===== config.mk =====
export PLATFORM = sky130hd
export DESIGN_NAME = controle_ajuste
export DESIGN_NICKNAME = d
export VERILOG_FILES = /design/src/rtl/controle_ajuste.sv
export SDC_FILE = /design/constraint.sdc
export NUM_CORES = 1
export LEC_CHECK = 0
export CAP_MARGIN = 20
export CORE_UTILIZATION = 40
export DETAILED_ROUTE_END_ITERATION = 8
export DONT_BUFFER_PORTS = 1
export GPL_ROUTABILITY_DRIVEN = 0
export PLACE_DENSITY = 0.55
export SYNTH_ARGS = -nofsm -noshare
export SYNTH_HDL_FRONTEND = slang
export SYNTH_SLANG_ARGS = --single-unit
export TNS_END_PERCENT = 1

===== constraint.sdc =====
create_clock -name clock -period 3.7 [get_ports clock]
set_input_delay 0.74 -clock clock [delete_from_list [all_inputs] [get_ports clock]]
set_output_delay 0.74 -clock clock [all_outputs]
set_load 0.02 [all_outputs]

===== src/rtl/controle_ajuste.sv =====
// controle_ajuste: time-base and time-set controller for the HH:MM:SS clock datapath.
// Ports: clock, reset (async active-low); btn_mode/btn_inc raw buttons; sec_en/sec_clear
//   to the seconds counter; min_inc/hour_inc increments; blank_h/blank_m; mode (00 RUN, 01 SET_H, 10 SET_M).
// All outputs are registered. A raw button edge reaches the controller 3 + DEBOUNCE_CYCLES cycles later.

// Synchronizer plus debouncer for one raw button.
// The level follows the synced input only after it has disagreed for CYCLES consecutive cycles.
module controle_ajuste_debounce #(
  parameter int CYCLES = 4
) (
  input  logic clock,
  input  logic reset,
  input  logic raw,
  output logic level
);
  localparam int CW = $clog2(CYCLES + 1);
  localparam logic [CW-1:0] LAST = CW'(CYCLES - 1);

  logic          sync1;
  logic          sync2;
  logic [CW-1:0] cnt;

  always_ff @(posedge clock or negedge reset) begin
    if (!reset) begin
      sync1 <= 1'b0;
      sync2 <= 1'b0;
      cnt   <= '0;
      level <= 1'b0;
    end else begin
      sync1 <= raw;
      sync2 <= sync1;
      // Any cycle that agrees with the current level restarts the count.
      if (sync2 == level) begin
        cnt <= '0;
      end else if (cnt == LAST) begin
        level <= sync2;
        cnt   <= '0;
      end else begin
        cnt <= cnt + 1'b1;
      end
    end
  end
endmodule

module controle_ajuste #(
  parameter int CLK_HZ          = 50000000,
  parameter int DEBOUNCE_CYCLES = 1000000,
  parameter int HOLD_CYCLES     = 25000000,
  parameter int REPEAT_CYCLES   = 5000000
) (
  input  logic       clock,
  input  logic       reset,
  input  logic       btn_mode,
  input  logic       btn_inc,
  output logic       sec_en,
  output logic       sec_clear,
  output logic       min_inc,
  output logic       hour_inc,
  output logic       blank_h,
  output logic       blank_m,
  output logic [1:0] mode
);
  typedef enum logic [1:0] {
    RUN   = 2'b00,
    SET_H = 2'b01,
    SET_M = 2'b10
  } state_t;

  localparam int DW = $clog2(CLK_HZ);
  localparam logic [DW-1:0] DIV_MAX  = DW'(CLK_HZ - 1);
  localparam logic [DW-1:0] DIV_HALF = DW'(CLK_HZ / 2);
  localparam int HMAX = (HOLD_CYCLES > REPEAT_CYCLES) ? HOLD_CYCLES : REPEAT_CYCLES;
  localparam int CW = $clog2(HMAX + 1);
  localparam logic [CW-1:0] HOLD_C = CW'(HOLD_CYCLES);
  localparam logic [CW-1:0] REP_C  = CW'(REPEAT_CYCLES);

  state_t        state;
  state_t        state_nx;
  logic [DW-1:0] div;
  logic          mode_lvl;
  logic          inc_lvl;
  logic          mode_lvl_q;
  logic          inc_lvl_q;
  logic          mode_press;
  logic          inc_press;
  logic [CW-1:0] hold_cnt;
  logic          repeating;
  logic          hold_run;
  logic          rep_pulse;
  logic          inc_evt;

  controle_ajuste_debounce #(.CYCLES(DEBOUNCE_CYCLES)) u_db_mode (
    .clock (clock),
    .reset (reset),
    .raw   (btn_mode),
    .level (mode_lvl)
  );

  controle_ajuste_debounce #(.CYCLES(DEBOUNCE_CYCLES)) u_db_inc (
    .clock (clock),
    .reset (reset),
    .raw   (btn_inc),
    .level (inc_lvl)
  );

  // Press pulses fire the cycle after the debounced level rises.
  always_ff @(posedge clock or negedge reset) begin
    if (!reset) begin
      mode_lvl_q <= 1'b0;
      inc_lvl_q  <= 1'b0;
      mode_press <= 1'b0;
      inc_press  <= 1'b0;
    end else begin
      mode_lvl_q <= mode_lvl;
      inc_lvl_q  <= inc_lvl;
      mode_press <= mode_lvl & ~mode_lvl_q;
      inc_press  <= inc_lvl & ~inc_lvl_q;
    end
  end

  always_comb begin
    state_nx = state;
    if (mode_press) begin
      case (state)
        RUN:     state_nx = SET_H;
        SET_H:   state_nx = SET_M;
        default: state_nx = RUN;
      endcase
    end
  end

  // Auto-repeat: the counter restarts at each press and each repeat pulse, so the
  // first pulse lands HOLD_CYCLES after the press and later ones every REPEAT_CYCLES.
  // A release, RUN, or a mode press clears it.
  assign hold_run  = inc_lvl && (state != RUN) && !mode_press;
  assign rep_pulse = hold_run && (hold_cnt == (repeating ? REP_C : HOLD_C));
  // A press coinciding with a repeat still yields a single increment; mode wins over inc.
  assign inc_evt   = (inc_press || rep_pulse) && !mode_press;

  always_ff @(posedge clock or negedge reset) begin
    if (!reset) begin
      hold_cnt  <= '0;
      repeating <= 1'b0;
    end else if (!hold_run) begin
      hold_cnt  <= '0;
      repeating <= 1'b0;
    end else if (inc_press) begin
      hold_cnt  <= CW'(1);
      repeating <= 1'b0;
    end else if (rep_pulse) begin
      hold_cnt  <= CW'(1);
      repeating <= 1'b1;
    end else begin
      hold_cnt <= hold_cnt + 1'b1;
    end
  end

  // Mode FSM, divider and all registered outputs.
  always_ff @(posedge clock or negedge reset) begin
    if (!reset) begin
      state     <= RUN;
      div       <= '0;
      sec_en    <= 1'b0;
      sec_clear <= 1'b0;
      min_inc   <= 1'b0;
      hour_inc  <= 1'b0;
      blank_h   <= 1'b0;
      blank_m   <= 1'b0;
    end else begin
      state <= state_nx;
      // Restart the second on leaving SET_M so the first tick is a full second away.
      if (state == SET_M && mode_press) begin
        div <= '0;
      end else if (div == DIV_MAX) begin
        div <= '0;
      end else begin
        div <= div + 1'b1;
      end
      // Registered off the divider's last count, so the pulse lands on the wrap cycle.
      sec_en    <= (state == RUN) && !mode_press && (div == DIV_MAX);
      sec_clear <= (state == SET_M) && mode_press;
      hour_inc  <= (state == SET_H) && inc_evt;
      min_inc   <= (state == SET_M) && inc_evt;
      // Blank the edited pair for the second half of each divider period.
      blank_h   <= (state_nx == SET_H) && (div >= DIV_HALF);
      blank_m   <= (state_nx == SET_M) && (div >= DIV_HALF);
    end
  end

  assign mode = state;
endmodule


Yosys cells after proc, flatten, opt, wreduce, memory -nomap -nowiden
Index checks and enable logic that the tools add are counted.
- output and inout port bits: 8
- register bits after elaboration: 110
- bitwise logic cells: 6
- reductions and logical operators: 17
- eq/ne operators: 11
- muxes and demuxes: 15
- order comparisons: 1
- $add $sub $neg: 4
- operators by type and width (operator ; number):
    $mux 25 ; 4
    $mux 20 ; 4
    $mux 26 ; 2
    $add 20x1->20 const B ; 2
    $eq 20x20->1 const B ; 2
    $add 26x1->26 const B ; 1
    $eq 26x26->1 const B ; 1
    $ge 26x25->1 const B ; 1
    $add 25x1->25 const B ; 1
    $eq 25x25->1 ; 1
    $logic_and 1x1->1 ; 11
    $eq 2x1->1 const B ; 2
    $eq 2x2->1 const B ; 2
    $not 1->1 ; 4
    $pmux 2 s2 ; 1
    $reduce_and 2->1 ; 2
    $mux 1 ; 3
    $ne 3x2->1 const B ; 1
    $and 1x1->1 ; 2
    $eq 1x1->1 ; 2
    $logic_not 2->1 ; 1
    $mux 2 ; 1
    $reduce_bool 2->1 ; 1
    $logic_not 1->1 ; 1
    $logic_or 1x1->1 ; 1

Depth between registers and ports, before layout
- word-level depth: 7
- gate-level depth with buffers: 7
- mapped depth without buffers: 6

Modules after synthesis
A second synthesis with hierarchy kept.
- cells, all modules: 544
- area, all modules: 5529.1 um^2
- modules (own cells, without submodules) (module ; cells an instance ; times used ; area an instance (um^2)):
    controle_ajuste ; 328 ; 1 ; 3299.4
    controle_ajuste_debounce ; 108 ; 2 ; 1114.8

Least setup slack after synthesis
OpenSTA, ideal clock, no wires.
- path type: flip-flop to flip-flop
- start point: register hold_cnt[0]
- end point: register hold_cnt[16]
- stages on the path, launching flop included: 8
- path buffers: 1
- library setup time: 0.142 ns
- setup slack: 1.191 ns
- data required time: 3.558 ns
- arrival: 2.368 ns
- cells stage by stage: dfrtp_1 > inv_1 > ha_1 > or4bb_1 > or4b_2 > a2111oi_4 > buf_6 > a211oi_1
- cells in the longest elaborated chain, start to end: 5
- elaborated cells on any way between the ends: 6
- those cells by class: add/sub (1); eq/ne (1); mux (3); reduce/logical (1)
- RTL lines (what ; line ; text):
    from (decl) ; 86 ; logic [CW-1:0] hold_cnt;
    from (signal assigned) ; 154 ; hold_cnt <= hold_cnt + 1'b1;
    branches (longest 2 deep; another with $add 25x1->25) ; - ;
    $mux 25 (*) ; 150 ; end else if (rep_pulse) begin
    $mux 25 (*) ; 147 ; end else if (inc_press) begin
    $mux 25 (*) ; 144 ; end else if (!hold_run) begin
Mark *: on every way between the ends.
A chain may end at the register's enable or synchronous reset.

Worst setup path after layout
- start point: register hold_cnt[0]
- end point: register hold_cnt[21]
Same word-level chain as after synthesis.

==> impl_metrics.yaml <==
status:
  run_status: "finished, final reports clean"
cells_and_area:
  final_layout_size_suffix_gt1_share_pct: 7.45
  finalNetCount: 555
  fin_util_pct: 44.6
  area_growth_pct: 8.32
  postLayoutCellArea_mm2: 0.00593
  antenna_cells: 0
timing:
  final.hold.worst_slack_ns: 0.0713
  post-route-min-period_ns: 2.54
  report.final.hold_viol_count: 0
  tightest_slew_ns: 1.05
  fmax_ghz: 0.393
  setup_viol: 0
  max_slew_margin_pct: 30.3
  postLayoutSetupSlackWorst_ns: 1.16
  rsz0062_at_grt: "false"
  clock-skew-final_ns: 0.0109
  tns_ns: 0
  maxSlewViolCount: 0
  fin_crit_sh_pct: 68.7
synthesis:
  post_synth_inst_count: 549
  yosysWarnings: 0
  number_of_flops_mapped_to_enable_cells_by_yosys: 0
  postSynth.topFlopCell: "sky130_fd_sc_hd__dfrtp_1"
  cell_types_with_the_highest_counts_after_synthesis: "sky130_fd_sc_hd__dfrtp_1, sky130_fd_sc_hd__nor2_1, sky130_fd_sc_hd__xnor2_1"
  synthMostInstantiatedCell: "sky130_fd_sc_hd__dfrtp_1"
  ys_ff_latch: 110
  postSynth.asyncResetShare_pct: 100
  synth_top_area_share_pct: 50.3
  seq_area_frac_synth_pct: 50.3
  synthesis.area_mm2: 0.00547
  syn_area_per_cell_um2: 9.97
  synth.net_count: 559
  synth.top_cells.by_area: "sky130_fd_sc_hd__dfrtp_1, sky130_fd_sc_hd__xnor2_1, sky130_fd_sc_hd__nor2_1"
  netlist.top_cell.by_area: "sky130_fd_sc_hd__dfrtp_1"
  synth.lib_cells_used.distinct: 51
critical_path:
  data_required_time_at_the_worst_endpoint_ns: 3.87
  timing.critical_path.from_type: "register"
  length_in_cells_of_the_worst_reg_to_reg_path: 7
  cp.arrival_ns: 2.72
  crit_path_end_kind: "register"
  critical_path.cell_chain: "inv_1, ha_1, or4bb_1, or4b_2, a2111oi_4, buf_4, a211oi_1"
  setup.worst_path.class: "register to register"
  critical-path-slowest-cell: "sky130_fd_sc_hd__or4b_2"
  critPathMaxStageDelay_ns: 0.66
  worstPathMaxFanout: 14
clocking:
  cts_repair_resize_count: 0
  htree_levels: 3
  cts_made_buffers: 9
  cts.clk_slew.worst_paths_ns: 0.08
  post-cts-setup-buffers: 0
  clock_path_buffers: 2
  tritoncts_clock_tree: "yes"
  worstSkewPairLatency_ns: 0.36
  hold_buffers: 0
  cts_num_sinks: 110
  clk_root_buffer_cell: "sky130_fd_sc_hd__clkbuf_16"
floorplan:
  floorplan.initialDensity_pct: 41.2
  io-pin-count: 12
  core_area_mm2: 0.0133
  floorplan.die.height_um: 119
  std_cell_rows: 42
  design.die.area_mm2: 0.0142
  die_w_um: 119
global_routing:
  use_met3_pct: 4.84
  grt.busiest_layer: "met2"
  wire_length_of_the_first_global_routing_pass_um: 19000
  grt_util_all_layers_pct: 16.5
  grt_max_degree: 111
  grt_overflow: 0
  gr-usage-met1_pct: 22.4
  grt_antenna_before_repair: 0
  gr-usage-met2_pct: 25.6
  grt_pass1_vias: 3961
route:
  dr_total_vias: 3982
  iteration_0_drc_markers: 246
  drt_pre_antenna_iters: 4
  drc: 0
  detail_route.vias_per_cell: 5.48
  route.antenna.remaining_nets: 0
  routed_wl_um: 10500
  routed_wire_length_per_instance_um: 14.4
place:
  portBuffers: 0
  placed_cell_area_mm2: 0.00565
  dpl.hpwl_um: 6780
  preCtsSetupSlack_ns: 1.18
power:
  power_density_over_cell_area_mw_per_mm2: 368
  power.ir.vdd_worst_v: 0.000232
  p_leak_nw: 2.23
run:
  drv_cap: 0
hold_path:
  hp-class: "primary input to asynchronous set/reset pin"
-- cell type report --
cell class / count / area, um^2
flip-flops and latches: 110 / 2750
inverters: 25 / 93.8
clock inverters: 6 / 53.8
fillers: 1283 / 7370
well taps: 176 / 220
multi-input cells: 393 / 2530
clock buffers: 10 / 229
repair buffers: 6 / 45.0
-- sequential cells by signal, summed over array words and instances, names as in the netlist --
name,cells
mode_lvl_q,1
u_db_mode.sync1,1
sec_en,1
hold_cnt,25
u_db_mode.cnt,20
inc_lvl_q,1
inc_press,1
blank_h,1
min_inc,1
mode_press,1
mode,2
div,26
u_db_mode.sync2,1
repeating,1
blank_m,1
hour_inc,1
u_db_inc.cnt,20
u_db_mode.level,1
sec_clear,1
u_db_inc.sync1,1
u_db_inc.level,1
u_db_inc.sync2,1
-- critical path: cells and delay by family, from the launching register on --
kind | cells | cell delay [ns]
adders and majority gates | 1 | 0.15
AOI/OAI and AO/OA | 2 | 0.32
buffers and inverters | 2 | 0.35
DFF | 1 | 0.41
and+or+nand+nor | 2 | 1.13
-- routing by layer --
metal  share of wire (%)  vias up
li1                    -     1981
met1                  50     1938
met2                  45       54
met3                 3.5        9
met4                 1.2        0
met5                   0        -
-- final timing paths --
check                                      from           endpoint  slack, ns
worst max-delay path                hold_cnt[0]       hold_cnt[21]       1.16
worst min-delay path                      reset            div[20]       0.07
worst max register to register      hold_cnt[0]       hold_cnt[21]       1.16
worst min register to register  u_db_mode.sync1    u_db_mode.sync2       0.35
max in group asynchronous                 reset  u_db_mode.cnt[15]       3.43
min in group clock              u_db_mode.sync1    u_db_mode.sync2       0.35
-- metrics by stage --
stage,instances,total power [mW]
2_1_floorplan,549,1.25
3_3_place_gp,710,1.26
3_5_place_dp,710,1.26
4_1_cts,726,2.22
5_1_grt,726,2.27
6_report,726,2.18
-- report_power, final --
part,switching [mW],total (mW),internal (mW)
Combinational,0.0116,0.0191,0.00741
Sequential,0.00618,1.21,1.21
Clock,0.475,0.946,0.471
-- cells by family (layout without fill, tap and decap cells) --
kind of cell / count (synthesis) / count (layout) / share of synthesized area [%]
flops: 110 / 110 / 50.3
simple gates: 252 / 252 / 25.7
xor+xnor: 53 / 53 / 8.48
fa+ha+maj: 6 / 6 / 1.37
mux: 4 / 4 / 0.777
buf+inv: 46 / 47 / 3.50
compound gates: 78 / 78 / 9.90
-- cells in the final DEF (no fill, tap or decap), types with 3 or more instances in the layout --
cell	count
sky130_fd_sc_hd__dfrtp_1	110
sky130_fd_sc_hd__nand4_1	19
sky130_fd_sc_hd__nor2_1	55
sky130_fd_sc_hd__a211oi_1	11
sky130_fd_sc_hd__clkbuf_16	9
sky130_fd_sc_hd__nor4_1	15
sky130_fd_sc_hd__ha_1	6
sky130_fd_sc_hd__inv_6	3
sky130_fd_sc_hd__xor2_1	16
sky130_fd_sc_hd__o31ai_2	3
sky130_fd_sc_hd__or4_1	20
sky130_fd_sc_hd__and3_1	6
sky130_fd_sc_hd__o21ai_0	15
sky130_fd_sc_hd__nand3_1	33
sky130_fd_sc_hd__buf_4	6
sky130_fd_sc_hd__and2_1	4
sky130_fd_sc_hd__nor3_1	21
sky130_fd_sc_hd__xnor2_1	37
sky130_fd_sc_hd__nor4b_1	4
sky130_fd_sc_hd__nor3b_1	4
sky130_fd_sc_hd__a21oi_1	23
sky130_fd_sc_hd__inv_1	25
sky130_fd_sc_hd__or4b_2	5
sky130_fd_sc_hd__nor2b_1	3
sky130_fd_sc_hd__nand2_1	26
sky130_fd_sc_hd__o31ai_1	14
sky130_fd_sc_hd__or3_1	22
sky130_fd_sc_hd__and4_1	3
No activity file was read; power rests on OpenSTA's default activity.
==> RTL edit (config.mk and constraints unchanged) <==
`REPEAT_CYCLES`: 5000000 -> 1250000.
--- a/src/rtl/controle_ajuste.sv
+++ b/src/rtl/controle_ajuste.sv
@@ -46,7 +46,7 @@
   parameter int CLK_HZ          = 50000000,
   parameter int DEBOUNCE_CYCLES = 1000000,
   parameter int HOLD_CYCLES     = 25000000,
-  parameter int REPEAT_CYCLES   = 5000000
+  parameter int REPEAT_CYCLES   = 1250000
 ) (
   input  logic       clock,
   input  logic       reset,
Check against the original RTL: no difference found for any inputs over 10 cycles, from zero or initial values and one cycle with reset low; that may be too few to reach the edited logic, so the function may still have changed.
==> RTL edit against the unedited design <==
Routed wire length fell by 5.7%; fmax fell by 7.4%; total power rose by 0.23%; synthesized area fell by 3.9%; sequential cell count did not move; design area fell by 4.1%; worst setup slack got worse by 200 ps.
==> RTL edit: results (changes against the unedited design) <==
[status]
outcome=finished, final reports clean  ; unchanged

[global_route]
grt_pass1_wl_um=17500  ; was 19,000 um
grt_max_degree=111  ; unchanged
antenna_found_initial=0  ; unchanged
grt.total_usage_pct=16.5  ; about the same
grt_pass1_vias=3652  ; was 3,961

[detailed_routing]
drtPass1Iterations=4  ; unchanged
wl_um=9870  ; was 10,500 um
vias_per_cell=5.17  ; was 5.48
drt_iter0_drc=174  ; was 246

[layout]
fin_cells=702  ; was 726
drive_gt1_share_pct=4.15  ; was 7.45%
antenna_cells=0  ; unchanged
top_regs=div: 26 flops, hold_cnt: 25 flops  ; unchanged
final_nets=535  ; was 555
fillers=1294  ; was 1,283

[cts]
cts_inserted_buffers=9  ; unchanged
max-clock-path-buffers=2  ; unchanged
postCtsResizedCells=0  ; unchanged
cts-root-buf=clkbuf_16  ; unchanged
insertion_delay_ps=350
cts_setup_buffers=0  ; unchanged
h-tree-depth=3  ; unchanged
clk_pin_slew_ps=70

[setup_path]
cpMaxStageDelayCell=o31ai_4  ; was or4b_2
crit_arrival_ps=2950  ; was 2720 ps
path_delay_family=simple AND/OR/NAND/NOR gates  ; unchanged
crit_fanout=24  ; was 14
cpPeakStageDelay_ps=820  ; was 660 ps

[power]
ir_drop_mv=0.223  ; was 0.232 mV
p_leak_uw=0.00236  ; was 0.00223 uW

[placement]
port_buffers=0  ; unchanged
dp.cells=686  ; was 710
place_area_um2=5400  ; was 5650 um^2
dp_hpwl_um=6450  ; was 6780 um

[synth]
yosys_warnings=0  ; unchanged
yosys-top-cells-area=dfrtp_1 52%, xor2_1 8.5%, nor2_1 7.7%  ; was dfrtp_1 50%, xnor2_1 5.9%, nor2_1 3.8%
synthCells=528  ; was 549
syn-num-nets=538  ; was 559
synth.top_cells.by_count=110 x dfrtp_1, 108 x nor2_1, 51 x xor2_1  ; was 110 x dfrtp_1, 55 x nor2_1, 37 x xnor2_1
yosysSeqAreaShare_pct=52.4  ; was 50.3%
synth_edf_count=0  ; unchanged
synthArstFlopShare_pct=100  ; unchanged
synth_cell_types=43  ; was 51

[timing]
max-slew-margin-rel_pct=24.9  ; was 30.3%
skew_ps=5.91  ; was 10.9 ps

[min_path]
hp-class=in -> async  ; unchanged

-- RTL edit: cell families after synthesis --
group	share of synthesized area [%]
xor gates and xnor gates	14.2
muxes	0.619
AOI/OAI and AO/OA	2.09
adders and majority gates	1.43
buffers and inverters	2.40
DFF	52.4
and+or+nand+nor	26.9
-- RTL edit: cell type report --
class                      count  share of cell area, %
tap                          172                   3.78
sequential                   110                   48.4
clock inverter                 4                  0.836
clock buffer                  12                   4.16
multi-input combinational    389                   41.8
inverter                      15                  0.990
-- RTL edit: through the flow --
| stage | util (%) | worst slack (ps) | hold WS, ps |
|---|---|---|---|
| after floorplan | - | 1490 | 331 |
| after global placement | 42.5 | 1020 | 345 |
| after detailed placement | 42.5 | 908 | 340 |
| after CTS | 44.7 | 914 | 60.0 |
| after global routing | 44.7 | 758 | 52.8 |
| final | 44.7 | 953 | 78.8 |
-- RTL edit: final timing paths --
kind	startpoint	endpoint	slack (ps)	depth (start not counted)
max in group asynchronous	reset	u_db_inc.cnt[14]	3370	0
hold / removal	reset	div[22]	80	0
min in group clock	u_db_inc.sync1	u_db_inc.sync2	350	0
setup reg to reg	mode[1]	hold_cnt[2]	950	5
hold reg to reg	u_db_inc.sync1	u_db_inc.sync2	350	0
setup / recovery	mode[1]	hold_cnt[2]	950	5
-- RTL edit: per-layer routing --
metal | wire (um) | track usage (%)
met1 | 4920 | 21.9
met2 | 4500 | 25.6
met3 | 351 | 5.14
met4 | 101 | 5.23
met5 | 0 | 0
-- RTL edit: report_power, final --
part | internal, uW | leakage (uW) | switching [uW] | total (uW)
Sequential | 1210 | 0.00151 | 7.26 | 1220
Clock | 524 | 0.000137 | 427 | 951
Combinational | 6.14 | 0.000715 | 11.7 | 17.8
Total | 1740 | 0.00236 | 446 | 2180
